==> config.mk <==
export PLATFORM = sky130hd
export DESIGN_NAME = preg_free_list
export DESIGN_NICKNAME = d
export VERILOG_FILES = /design/src/rtl/rename_pkg.sv /design/src/rtl/fl_ckpt_slot.sv /design/src/rtl/preg_free_list.sv
export SDC_FILE = /design/constraint.sdc
export NUM_CORES = 1
export LEC_CHECK = 0
export CORE_MARGIN = 1.5
export CORE_UTILIZATION = 55
export CTS_CLUSTER_SIZE = 28
export DETAILED_ROUTE_END_ITERATION = 10
export MAX_ROUTING_LAYER = met4
export PLACE_DENSITY = 0.82
export SYNTH_ARGS = -nofsm -noshare
export SYNTH_HDL_FRONTEND = slang
export SYNTH_SLANG_ARGS = --single-unit
==> constraint.sdc <==
create_clock -name clk -period 31.6 [get_ports clk]
set_input_delay 6.32 -clock clk [delete_from_list [all_inputs] [get_ports clk]]
set_output_delay 6.32 -clock clk [all_outputs]
set_load 0.02 [all_outputs]
==> src/rtl/rename_pkg.sv <==
// Shared rename-stage types and sizing for the physical register free list.
package rename_pkg;
   localparam int NUM_PREGS = 128;
   localparam int NUM_AREGS = 32;
   localparam int FL_DEPTH  = NUM_PREGS - NUM_AREGS;
   localparam int NUM_CKPT  = 4;
   localparam int TAG_W     = $clog2(NUM_PREGS);
   localparam int CKPT_W    = $clog2(NUM_CKPT);
   localparam int CNT_W     = $clog2(FL_DEPTH + 1);
   localparam int PTR_W     = $clog2(FL_DEPTH);

   typedef logic [TAG_W-1:0]  preg_tag_t;
   typedef logic [CKPT_W-1:0] ckpt_id_t;
   typedef logic [CNT_W-1:0]  fl_cnt_t;
   typedef logic [PTR_W-1:0]  fl_ptr_t;

   // Depth is not a power of two, so the wrap needs an explicit compare.
   function automatic fl_ptr_t fl_ptr_inc(input fl_ptr_t p);
      return (p == fl_ptr_t'(FL_DEPTH - 1)) ? '0 : p + fl_ptr_t'(1);
   endfunction
endpackage

==> src/rtl/fl_ckpt_slot.sv <==
// One branch checkpoint of the free list: saved read pointer plus the number
// of grants made since the snapshot, which is what a recover gives back.
module fl_ckpt_slot
   import rename_pkg::*;
(
   input  logic    clk,
   input  logic    reset,
   input  logic    take,
   input  logic    drop,
   input  logic    inc,
   input  logic    kill,
   input  fl_ptr_t head_in,
   output logic    valid,
   output fl_ptr_t head_ck,
   output fl_cnt_t since
);

   always_ff @(posedge clk or posedge reset) begin
      if (reset) begin
         valid <= 1'b0;
      end else if (take) begin
         valid <= 1'b1;
      end else if (drop || kill) begin
         valid <= 1'b0;
      end
   end

   // Payload is only consulted while valid, so it carries no reset.
   always_ff @(posedge clk) begin
      if (take) begin
         head_ck <= head_in;
         since   <= '0;
      end else if (inc && valid) begin
         since   <= since + fl_cnt_t'(1);
      end
   end

endmodule

==> src/rtl/preg_free_list.sv <==
// Physical register free list: one grant and one return per cycle, with
// per-branch checkpoints that restore the read pointer in a single cycle.
module preg_free_list
   import rename_pkg::*;
(
   input  logic                clk,
   input  logic                reset,
   input  logic                alloc_req,
   output logic                alloc_valid,
   output preg_tag_t           alloc_tag,
   output logic                set_not_rdy,
   output preg_tag_t           not_rdy_tag,
   input  logic                free_en,
   input  preg_tag_t           free_tag,
   input  logic                ckpt_take,
   input  ckpt_id_t            ckpt_id,
   input  logic                ckpt_release,
   input  logic                recover,
   input  ckpt_id_t            recover_id,
   input  logic [NUM_CKPT-1:0] recover_kill,
   output logic                ckpt_full,
   output fl_cnt_t             free_count,
   output logic                overflow_err
);

   preg_tag_t entries [FL_DEPTH];
   fl_ptr_t   head;
   fl_ptr_t   tail;
   fl_cnt_t   count;

   logic [NUM_CKPT-1:0] ck_valid;
   fl_ptr_t             ck_head  [NUM_CKPT];
   fl_cnt_t             ck_since [NUM_CKPT];

   logic           alloc_fire;
   logic           free_hit;
   logic           free_acc;
   logic           free_drop;
   logic           rec_ok;
   logic           rec_bad;
   logic           take_eff;
   fl_ptr_t        head_post;
   logic [CNT_W:0] rec_count;

   assign alloc_valid  = (count != '0) && !recover;
   assign alloc_fire   = alloc_req && alloc_valid;
   assign alloc_tag    = entries[head];
   assign set_not_rdy  = alloc_fire;
   assign not_rdy_tag  = alloc_tag;
   assign free_count   = count;
   assign ckpt_full    = &ck_valid;

   assign free_hit  = free_en && (free_tag != '0);
   assign free_acc  = free_hit && (count != fl_cnt_t'(FL_DEPTH));
   assign free_drop = free_hit && !free_acc;
   assign rec_ok    = recover && ck_valid[recover_id];
   assign rec_bad   = recover && !ck_valid[recover_id];
   assign take_eff  = ckpt_take && !recover;
   assign head_post = alloc_fire ? fl_ptr_inc(head) : head;

   // Everything granted since the snapshot comes back, plus a same-cycle return.
   assign rec_count = (CNT_W+1)'(count) + (CNT_W+1)'(ck_since[recover_id])
                    + (CNT_W+1)'(free_acc);

   always_ff @(posedge clk or posedge reset) begin
      if (reset) begin
         for (int i = 0; i < FL_DEPTH; i++) begin
            entries[i] <= preg_tag_t'(NUM_AREGS + i);
         end
      end else if (free_acc) begin
         entries[tail] <= free_tag;
      end
   end

   always_ff @(posedge clk or posedge reset) begin
      if (reset) begin
         head         <= '0;
         tail         <= '0;
         count        <= fl_cnt_t'(FL_DEPTH);
         overflow_err <= 1'b0;
      end else begin
         if (free_acc) begin
            tail <= fl_ptr_inc(tail);
         end
         if (rec_ok) begin
            head  <= ck_head[recover_id];
            count <= rec_count[CNT_W-1:0];
         end else begin
            head  <= head_post;
            count <= count + fl_cnt_t'(free_acc) - fl_cnt_t'(alloc_fire);
         end
         if (free_drop || rec_bad) begin
            overflow_err <= 1'b1;
         end
      end
   end

   for (genvar k = 0; k < NUM_CKPT; k++) begin : g_ckpt
      logic sel;
      logic kill;
      assign sel  = (ckpt_id == ckpt_id_t'(k));
      assign kill = rec_ok && ((recover_id == ckpt_id_t'(k)) || recover_kill[k]);

      fl_ckpt_slot u_slot (
         .clk     (clk),
         .reset   (reset),
         .take    (take_eff && sel),
         .drop    (ckpt_release && sel),
         .inc     (alloc_fire),
         .kill    (kill),
         .head_in (head_post),
         .valid   (ck_valid[k]),
         .head_ck (ck_head[k]),
         .since   (ck_since[k])
      );
   end

endmodule
==> PnR_summary.wiki, run 1 <==
{| class="wikitable"
! Metric !! Value
|-
| Most common library cell in the layout ignoring fill and taps || sky130_fd_sc_hd__mux2_2
|-
| Worst path arrival time || 8.31 ns
|-
| Number of antenna violations at the first check in global routing || 1
|-
| Slew of the pin with the lowest slew margin || 1.31 ns
|-
| 1st-iter DRT viols || 1677
|-
| Maximum VDD drop || 0.0000475 V
|-
| Number of enable-type register cells in the synthesized netlist || 28
|-
| Synthesized area per cell || 15.3 um^2
|-
| Top cell type's share of synthesized area || 0.273
|-
| Number of setup buffers added after CTS || 0
|-
| Power density over cell area || 80.2 mW/mm^2
|-
| Sequential area share after synthesis || 0.542
|-
| Clk_skew || 0.0262 ns
|-
| Required arrival time at the worst endpoint || 25.28 ns
|-
| Net count after synthesis || 2371
|-
| Run status || finished clean
|-
| Final hold vios || 0
|-
| Final Total Pwr || 3.16 mW
|-
| Share of final-layout standard cells stronger than drive strength 1 || 0.606
|-
| Via count of the first global-routing pass || 21969
|-
| CP max FO || 28
|-
| Most frequent cells in the layout || sky130_fd_sc_hd__mux2_2, sky130_fd_sc_hd__dfstp_2, sky130_fd_sc_hd__dfrtp_1, sky130_fd_sc_hd__mux4_2, sky130_fd_sc_hd__nand2_1
|-
| Type of element launching the critical path || primary input
|-
| Async set-or-reset flop fraction in the synthesized netlist || 0.926
|-
| Via density per instance || 6.24
|-
| Buffers added on ports || 46
|-
| Count of hold-fix buffers inserted at cts || 0
|-
| Fin nets || 2372
|-
| Master of the slowest instance on the critical path || sky130_fd_sc_hd__clkdlybuf4s50_1
|-
| Top-Level Pins || 47
|-
| Flip-flop and latch count after synthesis || 754
|-
| Instance count on the critical path || 4
|-
| Count of max-cap constraint violations || 0
|-
| Clock Latency Late Sink || 0.63 ns
|-
| Max-slew violation count || 0
|-
| Floorplan die height || 258 um
|-
| Post-layout util || 0.613
|-
| Hold Path Class || reg2reg
|-
| Buffers plus inverters on the worst setup path || 3
|-
| Ordered list of cells on the worst path || clkdlybuf4s50_1 > a311oi_4 > buf_4 > clkdlybuf4s50_1
|-
| Routability-driven placement congestion ratio || 0.847
|-
| Number of cell instances on the worst register-to-register path || 15
|-
| Hold depth || 2
|-
| Clock root cell || sky130_fd_sc_hd__clkbuf_16
|-
| Number of different library cells in the post-synthesis netlist || 60
|-
| Yosys warns || 0
|-
| Top cells by area, synth || sky130_fd_sc_hd__dfstp_2, sky130_fd_sc_hd__dfrtp_1, sky130_fd_sc_hd__mux2_2
|-
| Cell type group with the largest total delay on the critical path || buffers and inverters
|-
| ANT nets after route || 0
|-
| Post-CTS resize count || 0
|-
| Wire length after detailed routing || 81200 um
|-
| Synth-to-layout area growth || 10.4%
|-
| Kind of critical path || in2out
|-
| Worst flop-to-flop path endpoint || free_count[6]
|-
| Starting utilization of the core area || 0.555
|-
| Detailed placer's ending HPWL || 52200 um
|-
| TritonCTS buffer count || 77
|-
| Leakage power || 16.8 nW
|-
| Final min period || 14.63 ns
|-
| Slew margin rel. || 0.119
|-
| Total die area || 0.0664 mm^2
|-
| Routed wire length per instance || 25.0 um
|-
| Largest stage delay on the critical path || 0.66 ns
|-
| Vias || 20232
|-
| Number of sinks driven by the clock tree || 754
|-
| Maximum operating frequency || 0.0683 GHz
|-
| Most used cell along the critical path || sky130_fd_sc_hd__clkdlybuf4s50_1
|-
| Portion of the clock cycle consumed by the worst path in the final layout || 0.463
|-
| Longest Clk Path Bufs || 3
|-
| Worst min-delay path startpoint || g_ckpt[1].u_slot.since[1]
|-
| Global-route total usage across every layer || 0.260
|-
| Cell count after synthesis || 2325
|-
| Global-route wire length before repair || 130000 um
|-
| Cell taking the most area after synthesis || sky130_fd_sc_hd__dfstp_2
|-
| Placement row count || 93
|-
| Pin count of the biggest net entering global routing || 126
|-
| Reg-to-reg critical path startpoint || free_count[2]
|-
| Post-synthesis cell area || 0.0357 mm^2
|-
| Overflow left after global routing || 0
|-
| Worst Hold Endpoint || g_ckpt[1].u_slot.since[1]
|-
| RSZ-0062 raised after global routing || false
|-
| Final number of setup-violating endpoints || 0
|-
| Remaining routing DRC violations || 0
|-
| Prevailing post-synth register cell || sky130_fd_sc_hd__dfstp_2
|-
| Placement-stage cell area || 0.0368 mm^2
|-
| Final Instance Area || 0.0394 mm^2
|-
| H-Tree Depth || 3
|-
| Nature of the critical path endpoint || output pin
|-
| CTS tree || done
|-
| Setup TNS Final || 0 ns
|-
| X dimension of the die || 258 um
|-
| CORE AREA || 0.0642 mm^2
|-
| Clock transition at the register clock pins on the worst setup and hold paths after CTS || 0.06 ns
|-
| Reg-to-reg setup timing slack || 26.95 ns
|-
| Number of iterations in the first detailed-routing pass || 7
|}
[layer usage]
layer,part of all wire,GRT usage,vias up
li1,-,-,8619
met4,0.030,0.0889,0
met1,0.41,0.338,10886
met2,0.50,0.422,574
met3,0.056,0.0384,153
met5,0,-,-
[stage by stage]
stage / std cells / hold WS [ns] / setup slack [ns]
CTS: 3242 / 0.491 / 16.96
finish: 3244 / 0.487 / 16.97
global route: 3244 / 0.505 / 16.86
detailed placement: 3102 / 0.483 / 16.96
global placement: 3102 / 0.463 / 16.96
floorplan: 2325 / 0.452 / 6.32
[worst reg2reg max path, stage by stage, from the launching register on]
cell and delay [ns]:
sky130_fd_sc_hd__dfrtp_1 0.42, sky130_fd_sc_hd__inv_1 0.10, sky130_fd_sc_hd__ha_1 0.16, sky130_fd_sc_hd__nor3b_1 0.72, sky130_fd_sc_hd__nand3_1 0.40, sky130_fd_sc_hd__nand3_1 0.44
sky130_fd_sc_hd__inv_1 0.26, sky130_fd_sc_hd__fa_1 0.48, sky130_fd_sc_hd__inv_1 0.09, sky130_fd_sc_hd__fa_1 0.18, sky130_fd_sc_hd__nand2b_1 0.15, sky130_fd_sc_hd__a21oi_1 0.10
sky130_fd_sc_hd__o21a_1 0.21, sky130_fd_sc_hd__or4b_2 0.60, sky130_fd_sc_hd__nand4_1 0.13, sky130_fd_sc_hd__xnor2_1 0.12
[cell usage after synthesis, drive strengths merged, types with 7 or more instances]
cell / n
a21oi: 25
a22oi: 14
and3: 14
buf: 60
clkbuf: 100
dfrtp: 328
dfstp: 370
dfxtp: 28
edfxtp: 28
ha: 21
inv: 21
mux2: 681
mux2i: 19
mux4: 204
nand2: 96
nand2b: 15
nand3: 38
nor2: 105
nor2b: 11
nor3: 15
o21ai: 21
o221ai: 11
o22ai: 7
xnor2: 17
xor2: 17
[how the worst max path moves through the flow]
stage / from / end / slack (ns)
3_3_place_gp: recover / set_not_rdy / 16.96
5_1_grt: recover / set_not_rdy / 16.86
2_1_floorplan: reset / entries[100] / 6.32
6_report: recover / set_not_rdy / 16.97
4_1_cts: recover / set_not_rdy / 16.96
3_5_place_dp: recover / set_not_rdy / 16.96
[cells by family (layout without fill, tap and decap cells)]
group	count (synthesis)	after routing	share of synthesized area
AO/OA/AOI/OAI	96	96	0.0175
multiplexers	904	904	0.349
flip-flops	754	754	0.542
XOR/XNOR	34	34	0.00835
adder cells (fa/ha/maj)	24	24	0.00905
AND/OR/NAND/NOR	332	332	0.0516
buffers and inverters	181	243	0.0225
other	0	2	0
[power by group]
group / switching [mW] / internal [mW] / total, mW / leakage [nW]
sequential: 0.127 / 1.20 / 1.33 / 8.69
clock: 0.373 / 0.561 / 0.934 / 1.27
combinational: 0.464 / 0.436 / 0.899 / 6.85
total: 0.964 / 2.20 / 3.16 / 16.8
[area by class of cell]
cell class / count / area, um^2
flip-flops and latches: 754 / 19300
diodes: 2 / 5.00
multi-input cells: 1390 / 15600
well taps: 855 / 1070
repair buffers: 82 / 713
fillers: 4480 / 24900
clock buffers: 118 / 2270
inverters: 21 / 86.3
clock inverters: 22 / 315
[registers in the layout, summed over array words and instances (netlist names)]
signal,cells
entries,672
g_ckpt.u_slot.head_ck,28
g_ckpt.u_slot.since,28
free_count,7
head,7
tail,7
g_ckpt.u_slot.valid,4
overflow_err,1
No activity file was read; power rests on OpenSTA's default activity.
==> run 2: changes to the inputs <==
--- a/config.mk
+++ b/config.mk
@@ -10,7 +10,7 @@
 export CTS_CLUSTER_SIZE = 28
 export DETAILED_ROUTE_END_ITERATION = 10
 export MAX_ROUTING_LAYER = met4
-export PLACE_DENSITY = 0.82
+export PLACE_DENSITY = 0.85
 export SYNTH_ARGS = -nofsm -noshare
 export SYNTH_HDL_FRONTEND = slang
 export SYNTH_SLANG_ARGS = --single-unit
==> constraint.sdc (replaced) <==
create_clock -name clk -period 12.45 [get_ports clk]
set_input_delay 2.49 -clock clk [delete_from_list [all_inputs] [get_ports clk]]
set_output_delay 2.49 -clock clk [all_outputs]
set_load 0.02 [all_outputs]
==> PnR_summary.wiki, run 2 (synthesis gave the netlist of run 1 again) <==
{| class="wikitable"
! Metric !! Value
|-
| Run status || finished clean
|-
| Hold Path Class || reg2reg
|-
| Final number of setup-violating endpoints || 0
|-
| X dimension of the die || 258 um
|-
| Synth-to-layout area growth || 10.2%
|-
| Required arrival time at the worst endpoint || 9.96 ns
|-
| 1st-iter DRT viols || 1741
|-
| Master of the slowest instance on the critical path || sky130_fd_sc_hd__dfrtp_4
|-
| Detailed placer's ending HPWL || 52200 um
|-
| Register bank with the most flops || entries
|-
| Final Hold Slack || 0.489 ns
|-
| Global-route total usage across every layer || 0.265
|-
| Clock Latency Late Sink || 0.61 ns
|-
| Post-CTS resize count || 0
|-
| Starting utilization of the core area || 0.555
|-
| Floorplan die height || 258 um
|-
| Routability-driven placement congestion ratio || 0.873
|-
| Share of final-layout standard cells stronger than drive strength 1 || 0.606
|-
| Portion of the clock cycle consumed by the worst path in the final layout || 0.591
|-
| CORE AREA || 0.0642 mm^2
|-
| Number of setup buffers added after CTS || 0
|-
| Slew margin rel. || 0.243
|-
| Final hold vios || 0
|-
| Maximum VDD drop || 0.000174 V
|-
| Routed wire length per instance || 25.6 um
|-
| Clk_skew || 0.0263 ns
|-
| Ordered list of cells on the worst path || buf_4 > buf_4 > mux4_2 > mux4_2 > o21ai_0 > nand3_1 > clkdlybuf4s50_1
|-
| Worst path arrival time || 4.87 ns
|-
| Longest Clk Path Bufs || 3
|-
| Wire length after detailed routing || 82800 um
|-
| Most common library cell in the layout ignoring fill and taps || sky130_fd_sc_hd__mux2_2
|-
| Placement row count || 93
|-
| ANT nets after route || 0
|-
| Clock root cell || sky130_fd_sc_hd__clkbuf_16
|-
| Min setup slack post-route || 5.09 ns
|-
| Slew of the pin with the lowest slew margin || 1.14 ns
|-
| Reg-to-reg critical path startpoint || free_count[2]
|-
| RSZ-0062 raised after global routing || false
|-
| Count of max-cap constraint violations || 0
|-
| Final min period || 7.36 ns
|-
| Dpl ws || 5.50 ns
|-
| Most frequent cells in the layout || sky130_fd_sc_hd__mux2_2, sky130_fd_sc_hd__dfstp_2, sky130_fd_sc_hd__dfrtp_1, sky130_fd_sc_hd__mux4_2, sky130_fd_sc_hd__nand2_1
|-
| Setup TNS Final || 0 ns
|-
| Number of antenna violations at the first check in global routing || 1
|-
| Max-slew violation count || 0
|-
| Worst min-delay path startpoint || overflow_err
|-
| Via count of the first global-routing pass || 21982
|-
| Largest register FFs || 672
|-
| Maximum operating frequency || 0.136 GHz
|-
| Type of element launching the critical path || flop
|-
| Fin nets || 2367
|-
| Number of iterations in the first detailed-routing pass || 5
|-
| TritonCTS buffer count || 76
|-
| Number of sinks driven by the clock tree || 754
|-
| CTS tree || done
|-
| Total die area || 0.0664 mm^2
|-
| Fillers || 4483
|-
| Largest registers || entries x672, g_ckpt.u_slot.head_ck x28, g_ckpt.u_slot.since x28
|-
| Non-Filler Instances || 3238
|-
| Largest stage delay on the critical path || 0.79 ns
|-
| Nature of the critical path endpoint || output pin
|-
| CP max FO || 40
|-
| Power density over cell area || 203 mW/mm^2
|-
| Top-Level Pins || 47
|-
| Count of hold-fix buffers inserted at cts || 0
|-
| Overflow left after global routing || 0
|-
| Global-route wire length before repair || 132000 um
|-
| Via density per instance || 6.33
|-
| Buffers plus inverters on the worst setup path || 3
|-
| Buffers added on ports || 46
|-
| H-Tree Depth || 3
|-
| Pin count of the biggest net entering global routing || 203
|-
| Kind of critical path || reg2out
|-
| Worst setup path startpoint || head[1]
|-
| Cell type group with the largest total delay on the critical path || buffers and inverters
|-
| Vias || 20484
|-
| Remaining routing DRC violations || 0
|-
| Post-placement cell count || 3098
|-
| Clock transition at the register clock pins on the worst setup and hold paths after CTS || 0.06 ns
|-
| Post-layout util || 0.612
|-
| Leakage power || 16.8 nW
|}
==> run 2: worst paths after layout <==
path | slack (ns) | cells past startpoint | endpoint
worst max-delay path | 5.09 | 7 | alloc_tag[5]
worst min-delay path | 0.49 | 1 | overflow_err
worst max register to register | 8.18 | 15 | free_count[6]
worst min register to register | 0.49 | 1 | overflow_err
max in group asynchronous | 7.44 | 4 | entries[301]
min in group asynchronous | 2.43 | 2 | g_ckpt[2].u_slot.valid
==> run 2: layout make-up <==
cell class	instances	area [um^2]	area share
Timing Repair Buffer	78	733	0.0187
Multi-Input combinational cell	1390	15600	0.396
Antenna cell	2	5.00	0.000127
Clock buffer	111	2200	0.0559
Sequential cell	754	19300	0.492
Clock inverter	27	307	0.00780
Inverter	21	82.6	0.00210
Tap cell	855	1070	0.0272
==> run 2: metal layers <==
metal  part of all wire  wire [um]  track usage
met3              0.064       5270       0.0454
met5                  0          0            -
met4              0.033       2710       0.0963
met1               0.41      34000        0.348
met2               0.49      40800        0.416
==> run 2: per-stage QoR <==
stage | instance area [um^2] | power [mW]
global placement | 36800 | 5.58
detailed placement | 36800 | 5.70
floorplan | 35700 | 5.03
CTS | 39300 | 8.01
finish | 39300 | 7.98
global route | 39300 | 8.32
==> run 2: where the power goes <==
group	switching (mW)	internal (mW)
sequential	0.365	3.04
combinational	1.16	1.11
clock	0.952	1.35
==> run 3: changes to the inputs <==
--- a/config.mk
+++ b/config.mk
@@ -10,7 +10,7 @@
 export CTS_CLUSTER_SIZE = 28
 export DETAILED_ROUTE_END_ITERATION = 10
 export MAX_ROUTING_LAYER = met4
-export PLACE_DENSITY = 0.85
+export PLACE_DENSITY = 0.82
 export SYNTH_ARGS = -nofsm -noshare
 export SYNTH_HDL_FRONTEND = slang
 export SYNTH_SLANG_ARGS = --single-unit
==> constraint.sdc (replaced) <==
create_clock -name clk -period 7 [get_ports clk]
set_input_delay 1.4 -clock clk [delete_from_list [all_inputs] [get_ports clk]]
set_output_delay 1.4 -clock clk [all_outputs]
set_load 0.02 [all_outputs]
==> PnR_summary.wiki, run 3 (synthesis gave the netlist of run 1 again) <==
{| class="wikitable"
! Metric !! Value
|-
| Run status || finished clean
|-
| Count of hold-fix buffers inserted at cts || 0
|-
| Starting utilization of the core area || 0.555
|-
| Most used cell along the critical path || sky130_fd_sc_hd__mux4_2
|-
| Setup TNS Final || 0 ns
|-
| Clock root cell || sky130_fd_sc_hd__clkbuf_16
|-
| Type of element launching the critical path || flop
|-
| Pin count of the biggest net entering global routing || 206
|-
| Kind of critical path || reg2out
|-
| Largest registers || entries x672, g_ckpt.u_slot.head_ck x28, g_ckpt.u_slot.since x28
|-
| Number of sinks driven by the clock tree || 754
|-
| 1st-iter DRT viols || 1950
|-
| Slew margin rel. || 0.207
|-
| Final Hold Slack || 0.485 ns
|-
| Master of the slowest instance on the critical path || sky130_fd_sc_hd__dfrtp_4
|-
| Reg-to-reg critical path startpoint || free_count[2]
|-
| CORE AREA || 0.0642 mm^2
|-
| Slew of the pin with the lowest slew margin || 1.19 ns
|-
| Final number of setup-violating endpoints || 0
|-
| Non-Filler Instances || 3251
|-
| Total die area || 0.0664 mm^2
|-
| Clock Latency Late Sink || 0.63 ns
|-
| Vias || 20743
|-
| Final Total Pwr || 14.4 mW
|-
| Power density over cell area || 365 mW/mm^2
|-
| Longest Clk Path Bufs || 3
|-
| Detailed placer's ending HPWL || 55200 um
|-
| Portion of the clock cycle consumed by the worst path in the final layout || 0.861
|-
| Clk_skew || 0.0204 ns
|-
| Hold Path Class || reg2reg
|-
| Final min period || 6.03 ns
|-
| Final hold vios || 0
|-
| Post-placement cell count || 3111
|-
| Worst path arrival time || 4.63 ns
|-
| TritonCTS buffer count || 78
|-
| Antenna cell count || 0
|-
| Required arrival time at the worst endpoint || 5.60 ns
|-
| Via density per instance || 6.38
|-
| X dimension of the die || 258 um
|-
| Most frequent cells in the layout || sky130_fd_sc_hd__mux2_2, sky130_fd_sc_hd__dfstp_2, sky130_fd_sc_hd__dfrtp_1, sky130_fd_sc_hd__mux4_2, sky130_fd_sc_hd__nand2_1
|-
| Worst Hold Endpoint || g_ckpt[3].u_slot.since[1]
|-
| ANT nets after route || 0
|-
| Ordered list of cells on the worst path || buf_4 > mux4_2 > mux4_2 > o21ai_0 > nand3_1 > clkdlybuf4s50_1
|-
| Max-slew violation count || 0
|-
| CTS tree || done
|-
| Buffers added on ports || 46
|-
| Via count of the first global-routing pass || 22393
|-
| Maximum VDD drop || 0.000215 V
|-
| Register bank with the most flops || entries
|-
| Buffers plus inverters on the worst setup path || 2
|-
| H-Tree Depth || 3
|-
| Floorplan die height || 258 um
|-
| Global-route wire length before repair || 137000 um
|-
| Number of cell instances on the worst register-to-register path || 15
|-
| Wire length after detailed routing || 86400 um
|-
| CP max FO || 41
|-
| Reg-to-reg setup timing slack || 2.74 ns
|-
| Post-CTS resize count || 0
|-
| Remaining routing DRC violations || 0
|-
| Number of antenna violations at the first check in global routing || 0
|-
| Maximum operating frequency || 0.166 GHz
|-
| Synth-to-layout area growth || 10.8%
|-
| Worst min-delay path startpoint || g_ckpt[3].u_slot.since[1]
|-
| Clock transition at the register clock pins on the worst setup and hold paths after CTS || 0.06 ns
|-
| Cell type group with the largest total delay on the critical path || flip-flops
|-
| Fin nets || 2382
|-
| Leakage power || 16.9 nW
|-
| Nature of the critical path endpoint || output pin
|-
| Routed wire length per instance || 26.6 um
|-
| Most common library cell in the layout ignoring fill and taps || sky130_fd_sc_hd__mux2_2
|-
| Overflow left after global routing || 0
|-
| Share of final-layout standard cells stronger than drive strength 1 || 0.605
|-
| Number of setup buffers added after CTS || 0
|-
| Worst flop-to-flop path endpoint || free_count[6]
|-
| Top-Level Pins || 47
|-
| Placement row count || 93
|-
| RSZ-0062 raised after global routing || false
|-
| Largest register FFs || 672
|-
| Largest stage delay on the critical path || 1.03 ns
|-
| Number of iterations in the first detailed-routing pass || 5
|-
| Routability-driven placement congestion ratio || 0.872
|-
| Global-route total usage across every layer || 0.277
|-
| Hold depth || 2
|-
| Count of max-cap constraint violations || 0
|}
## run 3: worst register-to-register path, delay by kind of cell (launching register included)
kind            cells  cell delay (ns)
buf+inv             3             0.43
compound gates      2             0.28
fa+ha+maj           3             0.78
xor+xnor            1             0.13
flops               1             0.43
simple gates        6             2.14
## run 3: area by class of cell
cell class              count  area, um^2
fillers                  4537       24700
flip-flops and latches    754       19300
multi-input cells        1390       15600
clock buffers             117        2210
well taps                 855        1070
repair buffers             91         868
clock inverters            23         373
inverters                  21        82.6
## run 3: worst max path at each step
stage	depth (start not counted)	start	end
2_1_floorplan	1	reset	entries[100]
3_3_place_gp	6	head[0]	not_rdy_tag[4]
3_5_place_dp	7	head[0]	alloc_tag[6]
4_1_cts	7	head[0]	alloc_tag[6]
5_1_grt	6	head[0]	alloc_tag[4]
6_report	6	head[0]	not_rdy_tag[4]
## run 3: metal layers
metal	vias up	GRT usage	part of all wire
met3	195	0.0501	0.063
met1	11205	0.365	0.41
li1	8656	-	-
met2	687	0.434	0.49
met4	0	0.100	0.035
met5	-	-	0
## run 3: through the flow
stage | area [um^2] | util | worst slack (ns)
global route | 39500 | 0.615 | 0.836
floorplan | 35700 | - | -3.65
CTS | 39500 | 0.615 | 0.933
finish | 39500 | 0.615 | 0.973
global placement | 36900 | 0.575 | 1.61
detailed placement | 36900 | 0.575 | 1.63
## run 3: power by group
part | total (mW) | internal [mW] | leakage, nW | switching, mW
logic | 4.05 | 2.03 | 6.92 | 2.02
registers | 6.13 | 5.42 | 8.69 | 0.712
clock network | 4.25 | 2.55 | 1.26 | 1.70
